**src/rtl/get_order_pkg.sv**
```systemverilog
// Register map, bit positions and field widths shared by the
// get_order AXI-Lite slave and its handshake front end.
package get_order_pkg;

    localparam int unsigned DATA_W = 32;
    localparam int unsigned ADDR_W = 8;
    localparam int unsigned IDX_W  = 6;

    localparam logic [ADDR_W-1:0] OFF_CMD      = 8'h00;
    localparam logic [ADDR_W-1:0] OFF_STATUS   = 8'h04;
    localparam logic [ADDR_W-1:0] OFF_CTRL     = 8'h08;
    localparam logic [ADDR_W-1:0] OFF_FI_BASE  = 8'h0C;
    localparam logic [ADDR_W-1:0] OFF_IO_PATCH = 8'h10;
    localparam logic [ADDR_W-1:0] OFF_PATCH    = 8'h14;
    localparam logic [ADDR_W-1:0] OFF_SIZE     = 8'h18;
    localparam logic [ADDR_W-1:0] OFF_QUANT    = 8'h1C;
    localparam logic [ADDR_W-1:0] OFF_RET_ADDR = 8'h20;
    localparam logic [ADDR_W-1:0] OFF_WLEN     = 8'h24;

    function automatic logic [IDX_W-1:0] idx_of(input logic [ADDR_W-1:0] off);
        return off[ADDR_W-1:2];
    endfunction

    localparam logic [IDX_W-1:0] IDX_CMD    = idx_of(OFF_CMD);
    localparam logic [IDX_W-1:0] IDX_STATUS = idx_of(OFF_STATUS);
    localparam logic [IDX_W-1:0] IDX_CTRL   = idx_of(OFF_CTRL);
    localparam logic [IDX_W-1:0] IDX_WLEN   = idx_of(OFF_WLEN);

    // Parameter words are stored contiguously from OFF_CTRL.
    localparam int NUM_PARAM  = 8;
    localparam int P_CTRL     = 0;
    localparam int P_FI_BASE  = 1;
    localparam int P_IO_PATCH = 2;
    localparam int P_PATCH    = 3;
    localparam int P_SIZE     = 4;
    localparam int P_QUANT    = 5;
    localparam int P_RET_ADDR = 6;
    localparam int P_WLEN     = 7;

    localparam logic [NUM_PARAM-1:0][DATA_W-1:0] PARAM_MASK = {
        32'hFFFF_FFFF, 32'hFFFF_FFFF, 32'h001F_1F1F, 32'hFFFF_FFFF,
        32'hFFFF_FFFF, 32'hFFFF_FFFF, 32'hFFFF_FFFF, 32'h00FF_333F
    };

    localparam int CMD_W           = 3;
    localparam int CMD_TASK_START  = 0;
    localparam int CMD_CALC_START  = 1;
    localparam int CMD_TASK_FINISH = 2;

    localparam int ST_BUSY = 0;
    localparam int ST_DONE = 1;

    localparam int ORDER_W = 4;
    localparam int STRIDE_W = 2;
    localparam int PAD_W   = 2;
    localparam int ID_W    = 8;
    localparam int HALF_W  = 16;
    localparam int QUANT_W = 5;

endpackage

```
**src/rtl/get_order_axil_if.sv**
```systemverilog
// AXI4-Lite handshake front end: single-beat write/read acceptance,
// held B/R responses, and a simple register-file side interface.
module get_order_axil_if
    import get_order_pkg::*;
(
    input  logic              clk_i,
    input  logic              rst_i,
    input  logic [ADDR_W-1:0] awaddr_i,
    input  logic [2:0]        awprot_i,
    input  logic              awvalid_i,
    output logic              awready_o,
    input  logic [DATA_W-1:0] wdata_i,
    input  logic [3:0]        wstrb_i,
    input  logic              wvalid_i,
    output logic              wready_o,
    output logic [1:0]        bresp_o,
    output logic              bvalid_o,
    input  logic              bready_i,
    input  logic [ADDR_W-1:0] araddr_i,
    input  logic [2:0]        arprot_i,
    input  logic              arvalid_i,
    output logic              arready_o,
    output logic [DATA_W-1:0] rdata_o,
    output logic [1:0]        rresp_o,
    output logic              rvalid_o,
    input  logic              rready_i,
    output logic              wr_en_o,
    output logic [IDX_W-1:0]  wr_idx_o,
    output logic [DATA_W-1:0] wdata_o,
    output logic [3:0]        wstrb_o,
    output logic              rd_en_o,
    output logic [IDX_W-1:0]  rd_idx_o,
    input  logic [DATA_W-1:0] rd_data_i
);

    logic              awready_q, awready_d;
    logic              bvalid_q, bvalid_d;
    logic              arready_q, arready_d;
    logic              rvalid_q, rvalid_d;
    logic [DATA_W-1:0] rdata_q, rdata_d;
    logic              aw_acc, ar_acc;
    logic              unused_bits;

    always_comb begin
        aw_acc    = awready_q & awvalid_i & wvalid_i;
        ar_acc    = arready_q & arvalid_i;
        // Ready is a one-cycle pulse; the !ready term stops a second accept.
        awready_d = awvalid_i & wvalid_i & ~bvalid_q & ~awready_q;
        arready_d = arvalid_i & ~rvalid_q & ~arready_q;
        bvalid_d  = bvalid_q;
        rvalid_d  = rvalid_q;
        rdata_d   = rdata_q;
        if (bvalid_q && bready_i) bvalid_d = 1'b0;
        if (aw_acc) bvalid_d = 1'b1;
        if (rvalid_q && rready_i) rvalid_d = 1'b0;
        if (ar_acc) begin
            rvalid_d = 1'b1;
            rdata_d  = rd_data_i;
        end
    end

    always_ff @(posedge clk_i) begin
        if (rst_i) begin
            awready_q <= 1'b0;
            bvalid_q  <= 1'b0;
            arready_q <= 1'b0;
            rvalid_q  <= 1'b0;
            rdata_q   <= '0;
        end else begin
            awready_q <= awready_d;
            bvalid_q  <= bvalid_d;
            arready_q <= arready_d;
            rvalid_q  <= rvalid_d;
            rdata_q   <= rdata_d;
        end
    end

    assign awready_o = awready_q;
    assign wready_o  = awready_q;
    assign bresp_o   = 2'b00;
    assign bvalid_o  = bvalid_q;
    assign arready_o = arready_q;
    assign rdata_o   = rdata_q;
    assign rresp_o   = 2'b00;
    assign rvalid_o  = rvalid_q;

    assign wr_en_o  = aw_acc;
    assign wr_idx_o = awaddr_i[ADDR_W-1:2];
    assign wdata_o  = wdata_i;
    assign wstrb_o  = wstrb_i;
    assign rd_en_o  = ar_acc;
    assign rd_idx_o = araddr_i[ADDR_W-1:2];

    assign unused_bits = ^{awprot_i, arprot_i, awaddr_i[1:0], araddr_i[1:0]};

endmodule

```
**src/rtl/get_order_axil.sv**
```systemverilog
// Accelerator command/parameter register file on AXI4-Lite.
// Define ORDER_READBACK_EN to make the parameter words 0x08-0x24 readable.
module get_order_axil
    import get_order_pkg::*;
#(
    parameter int C_S_AXI_DATA_WIDTH = 32,
    parameter int C_S_AXI_ADDR_WIDTH = 8
) (
    input  logic                            s00_axi_aclk,
    input  logic                            s00_axi_areset,
    input  logic [C_S_AXI_ADDR_WIDTH-1:0]   s00_axi_awaddr,
    input  logic [2:0]                      s00_axi_awprot,
    input  logic                            s00_axi_awvalid,
    output logic                            s00_axi_awready,
    input  logic [C_S_AXI_DATA_WIDTH-1:0]   s00_axi_wdata,
    input  logic [C_S_AXI_DATA_WIDTH/8-1:0] s00_axi_wstrb,
    input  logic                            s00_axi_wvalid,
    output logic                            s00_axi_wready,
    output logic [1:0]                      s00_axi_bresp,
    output logic                            s00_axi_bvalid,
    input  logic                            s00_axi_bready,
    input  logic [C_S_AXI_ADDR_WIDTH-1:0]   s00_axi_araddr,
    input  logic [2:0]                      s00_axi_arprot,
    input  logic                            s00_axi_arvalid,
    output logic                            s00_axi_arready,
    output logic [C_S_AXI_DATA_WIDTH-1:0]   s00_axi_rdata,
    output logic [1:0]                      s00_axi_rresp,
    output logic                            s00_axi_rvalid,
    input  logic                            s00_axi_rready,
    output logic                            task_start,
    output logic                            calculate_start,
    output logic                            task_finish,
    input  logic                            calculate_finish,
    output logic [3:0]                      order,
    output logic                            activate,
    output logic                            feature_double_patch,
    output logic [1:0]                      stride,
    output logic [1:0]                      padding_size,
    output logic [7:0]                      id,
    output logic [31:0]                     feature_input_base_addr,
    output logic [31:0]                     return_addr,
    output logic [31:0]                     weight_data_length,
    output logic [15:0]                     feature_input_patch_num,
    output logic [15:0]                     feature_output_patch_num,
    output logic [15:0]                     feature_patch_num,
    output logic [15:0]                     return_patch_num,
    output logic [15:0]                     row_size,
    output logic [15:0]                     col_size,
    output logic [4:0]                      weight_quant_size,
    output logic [4:0]                      fea_in_quant_size,
    output logic [4:0]                      fea_out_quant_size
);

    logic                                wr_en, rd_en;
    logic [IDX_W-1:0]                    wr_idx, rd_idx;
    logic [DATA_W-1:0]                   wdata, rd_data;
    logic [3:0]                          wstrb;
    logic [NUM_PARAM-1:0][DATA_W-1:0]    param_q, param_d;
    logic [CMD_W-1:0]                    cmd_q, cmd_d;
    logic                                busy_q, busy_d;
    logic                                done_q, done_d;
    logic                                unused_bits;

    get_order_axil_if u_if (
        .clk_i     (s00_axi_aclk),
        .rst_i     (s00_axi_areset),
        .awaddr_i  (s00_axi_awaddr),
        .awprot_i  (s00_axi_awprot),
        .awvalid_i (s00_axi_awvalid),
        .awready_o (s00_axi_awready),
        .wdata_i   (s00_axi_wdata),
        .wstrb_i   (s00_axi_wstrb),
        .wvalid_i  (s00_axi_wvalid),
        .wready_o  (s00_axi_wready),
        .bresp_o   (s00_axi_bresp),
        .bvalid_o  (s00_axi_bvalid),
        .bready_i  (s00_axi_bready),
        .araddr_i  (s00_axi_araddr),
        .arprot_i  (s00_axi_arprot),
        .arvalid_i (s00_axi_arvalid),
        .arready_o (s00_axi_arready),
        .rdata_o   (s00_axi_rdata),
        .rresp_o   (s00_axi_rresp),
        .rvalid_o  (s00_axi_rvalid),
        .rready_i  (s00_axi_rready),
        .wr_en_o   (wr_en),
        .wr_idx_o  (wr_idx),
        .wdata_o   (wdata),
        .wstrb_o   (wstrb),
        .rd_en_o   (rd_en),
        .rd_idx_o  (rd_idx),
        .rd_data_i (rd_data)
    );

    always_comb begin
        param_d = param_q;
        for (int p = 0; p < NUM_PARAM; p++) begin
            if (wr_en && wr_idx == IDX_CTRL + IDX_W'(p)) begin
                for (int b = 0; b < 4; b++) begin
                    if (wstrb[b]) begin
                        param_d[p][8*b +: 8] = wdata[8*b +: 8] & PARAM_MASK[p][8*b +: 8];
                    end
                end
            end
        end
    end

    always_comb begin
        cmd_d = '0;
        if (wr_en && wr_idx == IDX_CMD && wstrb[0]) begin
            cmd_d = wdata[CMD_W-1:0];
        end
    end

    // A fresh start outranks a finish seen in the same cycle.
    always_comb begin
        busy_d = busy_q;
        done_d = done_q;
        if (cmd_q[CMD_CALC_START]) begin
            busy_d = 1'b1;
            done_d = 1'b0;
        end else if (busy_q && calculate_finish) begin
            busy_d = 1'b0;
            done_d = 1'b1;
        end
    end

    always_comb begin
        rd_data = '0;
        if (rd_idx == IDX_STATUS) begin
            rd_data[ST_BUSY] = busy_q;
            rd_data[ST_DONE] = done_q;
        end
`ifdef ORDER_READBACK_EN
        else if (rd_idx >= IDX_CTRL && rd_idx <= IDX_WLEN) begin
            rd_data = param_q[3'(rd_idx - IDX_CTRL)];
        end
`endif
    end

    always_ff @(posedge s00_axi_aclk) begin
        if (s00_axi_areset) begin
            param_q <= '0;
            cmd_q   <= '0;
            busy_q  <= 1'b0;
            done_q  <= 1'b0;
        end else begin
            param_q <= param_d;
            cmd_q   <= cmd_d;
            busy_q  <= busy_d;
            done_q  <= done_d;
        end
    end

    assign task_start      = cmd_q[CMD_TASK_START];
    assign calculate_start = cmd_q[CMD_CALC_START];
    assign task_finish     = cmd_q[CMD_TASK_FINISH];

    assign order                    = param_q[P_CTRL][ORDER_W-1:0];
    assign activate                 = param_q[P_CTRL][4];
    assign feature_double_patch     = param_q[P_CTRL][5];
    assign stride                   = param_q[P_CTRL][8 +: STRIDE_W];
    assign padding_size             = param_q[P_CTRL][12 +: PAD_W];
    assign id                       = param_q[P_CTRL][16 +: ID_W];
    assign feature_input_base_addr  = param_q[P_FI_BASE];
    assign feature_input_patch_num  = param_q[P_IO_PATCH][0 +: HALF_W];
    assign feature_output_patch_num = param_q[P_IO_PATCH][HALF_W +: HALF_W];
    assign feature_patch_num        = param_q[P_PATCH][0 +: HALF_W];
    assign return_patch_num         = param_q[P_PATCH][HALF_W +: HALF_W];
    assign row_size                 = param_q[P_SIZE][0 +: HALF_W];
    assign col_size                 = param_q[P_SIZE][HALF_W +: HALF_W];
    assign weight_quant_size        = param_q[P_QUANT][0 +: QUANT_W];
    assign fea_in_quant_size        = param_q[P_QUANT][8 +: QUANT_W];
    assign fea_out_quant_size       = param_q[P_QUANT][16 +: QUANT_W];
    assign return_addr              = param_q[P_RET_ADDR];
    assign weight_data_length       = param_q[P_WLEN];

    assign unused_bits = ^{rd_en,
                           param_q[P_CTRL][31:24], param_q[P_CTRL][15:14],
                           param_q[P_CTRL][11:10], param_q[P_CTRL][7:6],
                           param_q[P_QUANT][31:21], param_q[P_QUANT][15:13],
                           param_q[P_QUANT][7:5]};

endmodule

```
**config.mk**
```make
export PLATFORM = sky130hd
export DESIGN_NAME = get_order_axil
export DESIGN_NICKNAME = d
export VERILOG_FILES = /design/src/rtl/get_order_pkg.sv /design/src/rtl/get_order_axil_if.sv /design/src/rtl/get_order_axil.sv
export SDC_FILE = /design/constraint.sdc
export NUM_CORES = 1
export LEC_CHECK = 0
export CAP_MARGIN = 20
export CORE_UTILIZATION = 35
export CTS_CLUSTER_SIZE = 8
export DETAILED_ROUTE_END_ITERATION = 8
export PLACE_DENSITY_LB_ADDON = 0.2
export SETUP_SLACK_MARGIN = 0.3
export SKIP_CTS_REPAIR_TIMING = 1
export SYNTH_ARGS = -nofsm -noshare
export SYNTH_HDL_FRONTEND = slang
export SYNTH_HIERARCHICAL = 1
export SYNTH_SLANG_ARGS = --single-unit
```
**constraint.sdc**
```tcl
create_clock -name s00_axi_aclk -period 2 [get_ports s00_axi_aclk]
set_clock_uncertainty 0.2 [all_clocks]
set_input_delay 0.4 -clock s00_axi_aclk [delete_from_list [all_inputs] [get_ports s00_axi_aclk]]
set_output_delay 0.4 -clock s00_axi_aclk [all_outputs]
set_load 0.03 [all_outputs]
```
==> key figures <==
Critical path
  • Max stage delay cell, worst path: dfxtp_1
  • CP Max Fanout: 3
  • Worst R2R Setup Slack: 0.28 ns
  • Critical Path RT: 1.40 ns
  • CP Cell Sequence: clkbuf_2
  • Worst Reg2Reg Path Length in Cells: 7
  • Crit path launch type: flip-flop
  • CP top delay family: flip-flops
  • Crit Path Category: reg -> out
  • Reg-to-reg endpoint: cmd_q[1]$_SDFF_PP0_
  • Crit end category: primary output
  • CP bufs+invs: 1
  • Critical Path AT: 1.15 ns
  • RR Startpoint: u_if/awready_o$_SDFF_PP0_
  • Crit path largest cell delay: 0.41 ns

Clocking
  • Clock root buffer: clkbuf_16
  • TritonCTS Buffers: 39
  • H-tree Lvls: 2
  • CTS tree: built
  • Clk buf depth: 3
  • Clock latency at the later pin of the worst-skew pair: 0.50 ns
  • CTS Sinks: 266
  • Clock-pin slew on the worst setup and hold paths: 0.05 ns

GRT
  • Total global-route track usage: 18.8%
  • Grt total ovfl: 0
  • Largest net degree at the start of global routing: 67
  • Vias in the first global route: 8355
  • Global-route wire length before repair: 48300 um
  • Initial antenna violation count: 4

Cells and area
  • Fill count: 3000
  • Ratio of cells with drive above 1 in the final layout: 31.6%
  • Multi-input logic area: 5310 um2
  • Area Growth Syn to Fin: 32.2%
  • Nets: 1421
  • FF/Latch Area: 5330 um2
  • Fin area: 14700 um2

Power
  • Clk network pwr share: 48.8%
  • Sw frac: 21.5%
  • Flop pwr share: 45.5%
  • LEAKAGE: 7.37 nW
  • Pwr Total: 11.7 mW
  • Switch Pwr: 2.52 mW
  • Int Power: 9.22 mW
  • Peak supply drop: 0.000553 V
  • Combinational Power Share: 5.7%
  • PwrDens: 800 nW/um2

Yosys
  • Cell count after synthesis: 1034
  • Cell area after synthesis: 11100 um2
  • YS warnings: 6
  • Mean area per synthesized cell: 10.7 um2

Timing
  • Setup violation total in the final timing report: 0
  • Achievable frequency: 572 MHz
  • Final min period: 1.75 ns
  • Period utilization: 87.4%
  • Slew Viols, Final: 0
  • Final hold vios: 0
  • RSZ-0062 raised after global routing: true

Hold path
  • Hold Path Cell Cnt: 3
  • Worst hold endpoint: u_if/bvalid_o$_SDFFE_PP0P_
  • Worst Hold Class: in -> reg
  • Worst Min Path Start: s00_axi_awvalid

Flow run
  • Max-cap violations: 0

Floorplanning
  • Cell Rows: 64
  • Die area: 32500 um2
  • Initial core utilization: 35.9%
  • Core ar.: 30900 um2
  • DIE WIDTH: 180 um
  • Die Span Y: 180 um
  • # IOs: 335

Placed design
  • Cell Area, Placed: 14800 um2
  • Detail Placement HPWL: 21500 um
  • RePlAce Congestion: 0.767
  • PortBufs: 320

Routing
  • Drt via density: 4.59
  • Post-Route WL: 30700 um
  • Routed length per instance: 17.5 um
  • DRC violations left: 0
  • Vias: 8060
  • Initial DRC count: 303
  • Drt pass-1 iters: 4
  • Remaining antenna violation count: 0

Outcome
  • Status: finished, final reports clean
-- cells in the final DEF (no fill, tap or decap), types with 2 or more instances in the layout --
cell	instances
and4b_2	4
dfxtp_4	2
buf_6	7
dlygate4sd3_1	2
clkbuf_2	213
clkbuf_4	14
a21bo_2	20
nand3_4	6
and4b_1	4
buf_12	12
a21bo_1	12
clkbuf_16	41
diode_2	3
a21oi_2	6
mux2i_1	225
dfxtp_1	264
clkdlybuf4s50_1	47
and2_4	4
nand3_1	32
nand2_2	12
nand2_1	4
and2_1	4
nand3_2	2
buf_2	35
buf_4	34
nand2b_1	259
nor4b_4	2
nand4_4	2
conb_1	34
a21oi_1	30
nand2_4	3
dlymetal6s2s_1	6
-- cell type report --
cell class / count / area share (%)
antenna: 3 / 0.0511
clock buffer: 42 / 7.02
clock inverter: 1 / 0.0597
inverter: 2 / 0.0511
multi-input combinational: 676 / 36.2
sequential: 266 / 36.3
tap: 396 / 3.38
timing repair buffer: 370 / 16.9
-- registers in the layout (all words and copies together) (netlist names), 2 cells and up --
name / flops
feature_input_base_addr: 32
return_addr: 32
u_if/rdata_o: 32
weight_data_length: 32
col_size: 16
feature_input_patch_num: 16
feature_output_patch_num: 16
feature_patch_num: 16
return_patch_num: 16
row_size: 16
id: 8
fea_in_quant_size: 5
fea_out_quant_size: 5
weight_quant_size: 5
order: 4
cmd_q: 3
padding_size: 2
stride: 2
-- per-stage QoR --
stage               cells  worst slack, ns  TNS (ns)  util, %  hold slack, ns
global route         1755            0.201         0     47.5          0.0513
detailed placement   1706           -0.388    -66.67     47.8           0.224
floorplan            1066           0.0853         0        -           0.271
CTS                  1749           -0.270    -37.18     51.2           0.154
finish               1756            0.252         0     47.5          0.0512
global placement     1706           -0.387    -65.90     47.8           0.219
-- worst max-delay path by stage --
stage | startpoint | endpoint | slack [ns] | cells after the start
6_report | cmd_q[1]$_SDFF_PP0_ | calculate_start | 0.25 | 1
3_5_place_dp | s00_axi_awvalid | cmd_q[1]$_SDFF_PP0_ | -0.39 | 8
4_1_cts | cmd_q[1]$_SDFF_PP0_ | calculate_start | -0.27 | 1
2_1_floorplan | s00_axi_awaddr[6] | feature_output_patch_num[10]$_SDFFE_PP0P_ | 0.09 | 5
3_3_place_gp | s00_axi_wvalid | cmd_q[1]$_SDFF_PP0_ | -0.39 | 8
5_1_grt | cmd_q[1]$_SDFF_PP0_ | calculate_start | 0.20 | 1
-- layer usage --
layer	part of all wire [%]	wire (um)	vias to the layer above	GRT usage, %
li1	-	-	4012	-
met5	0.026	8	-	0
met3	7.3	2240	47	6.41
met4	2.1	657	2	6.09
met2	46	14200	226	31.1
met1	44	13600	3773	22.8
-- power by group through the flow --
stage	clock network (mW)	logic (mW)	registers, mW
detailed placement	0	0.676	5.45
global route	6.15	0.716	5.34
floorplan	0	0.427	5.49
global placement	0	0.673	5.45
finish	5.73	0.665	5.35
CTS	5.93	0.677	5.35
Note: power is estimated with default switching activity, not from simulation.
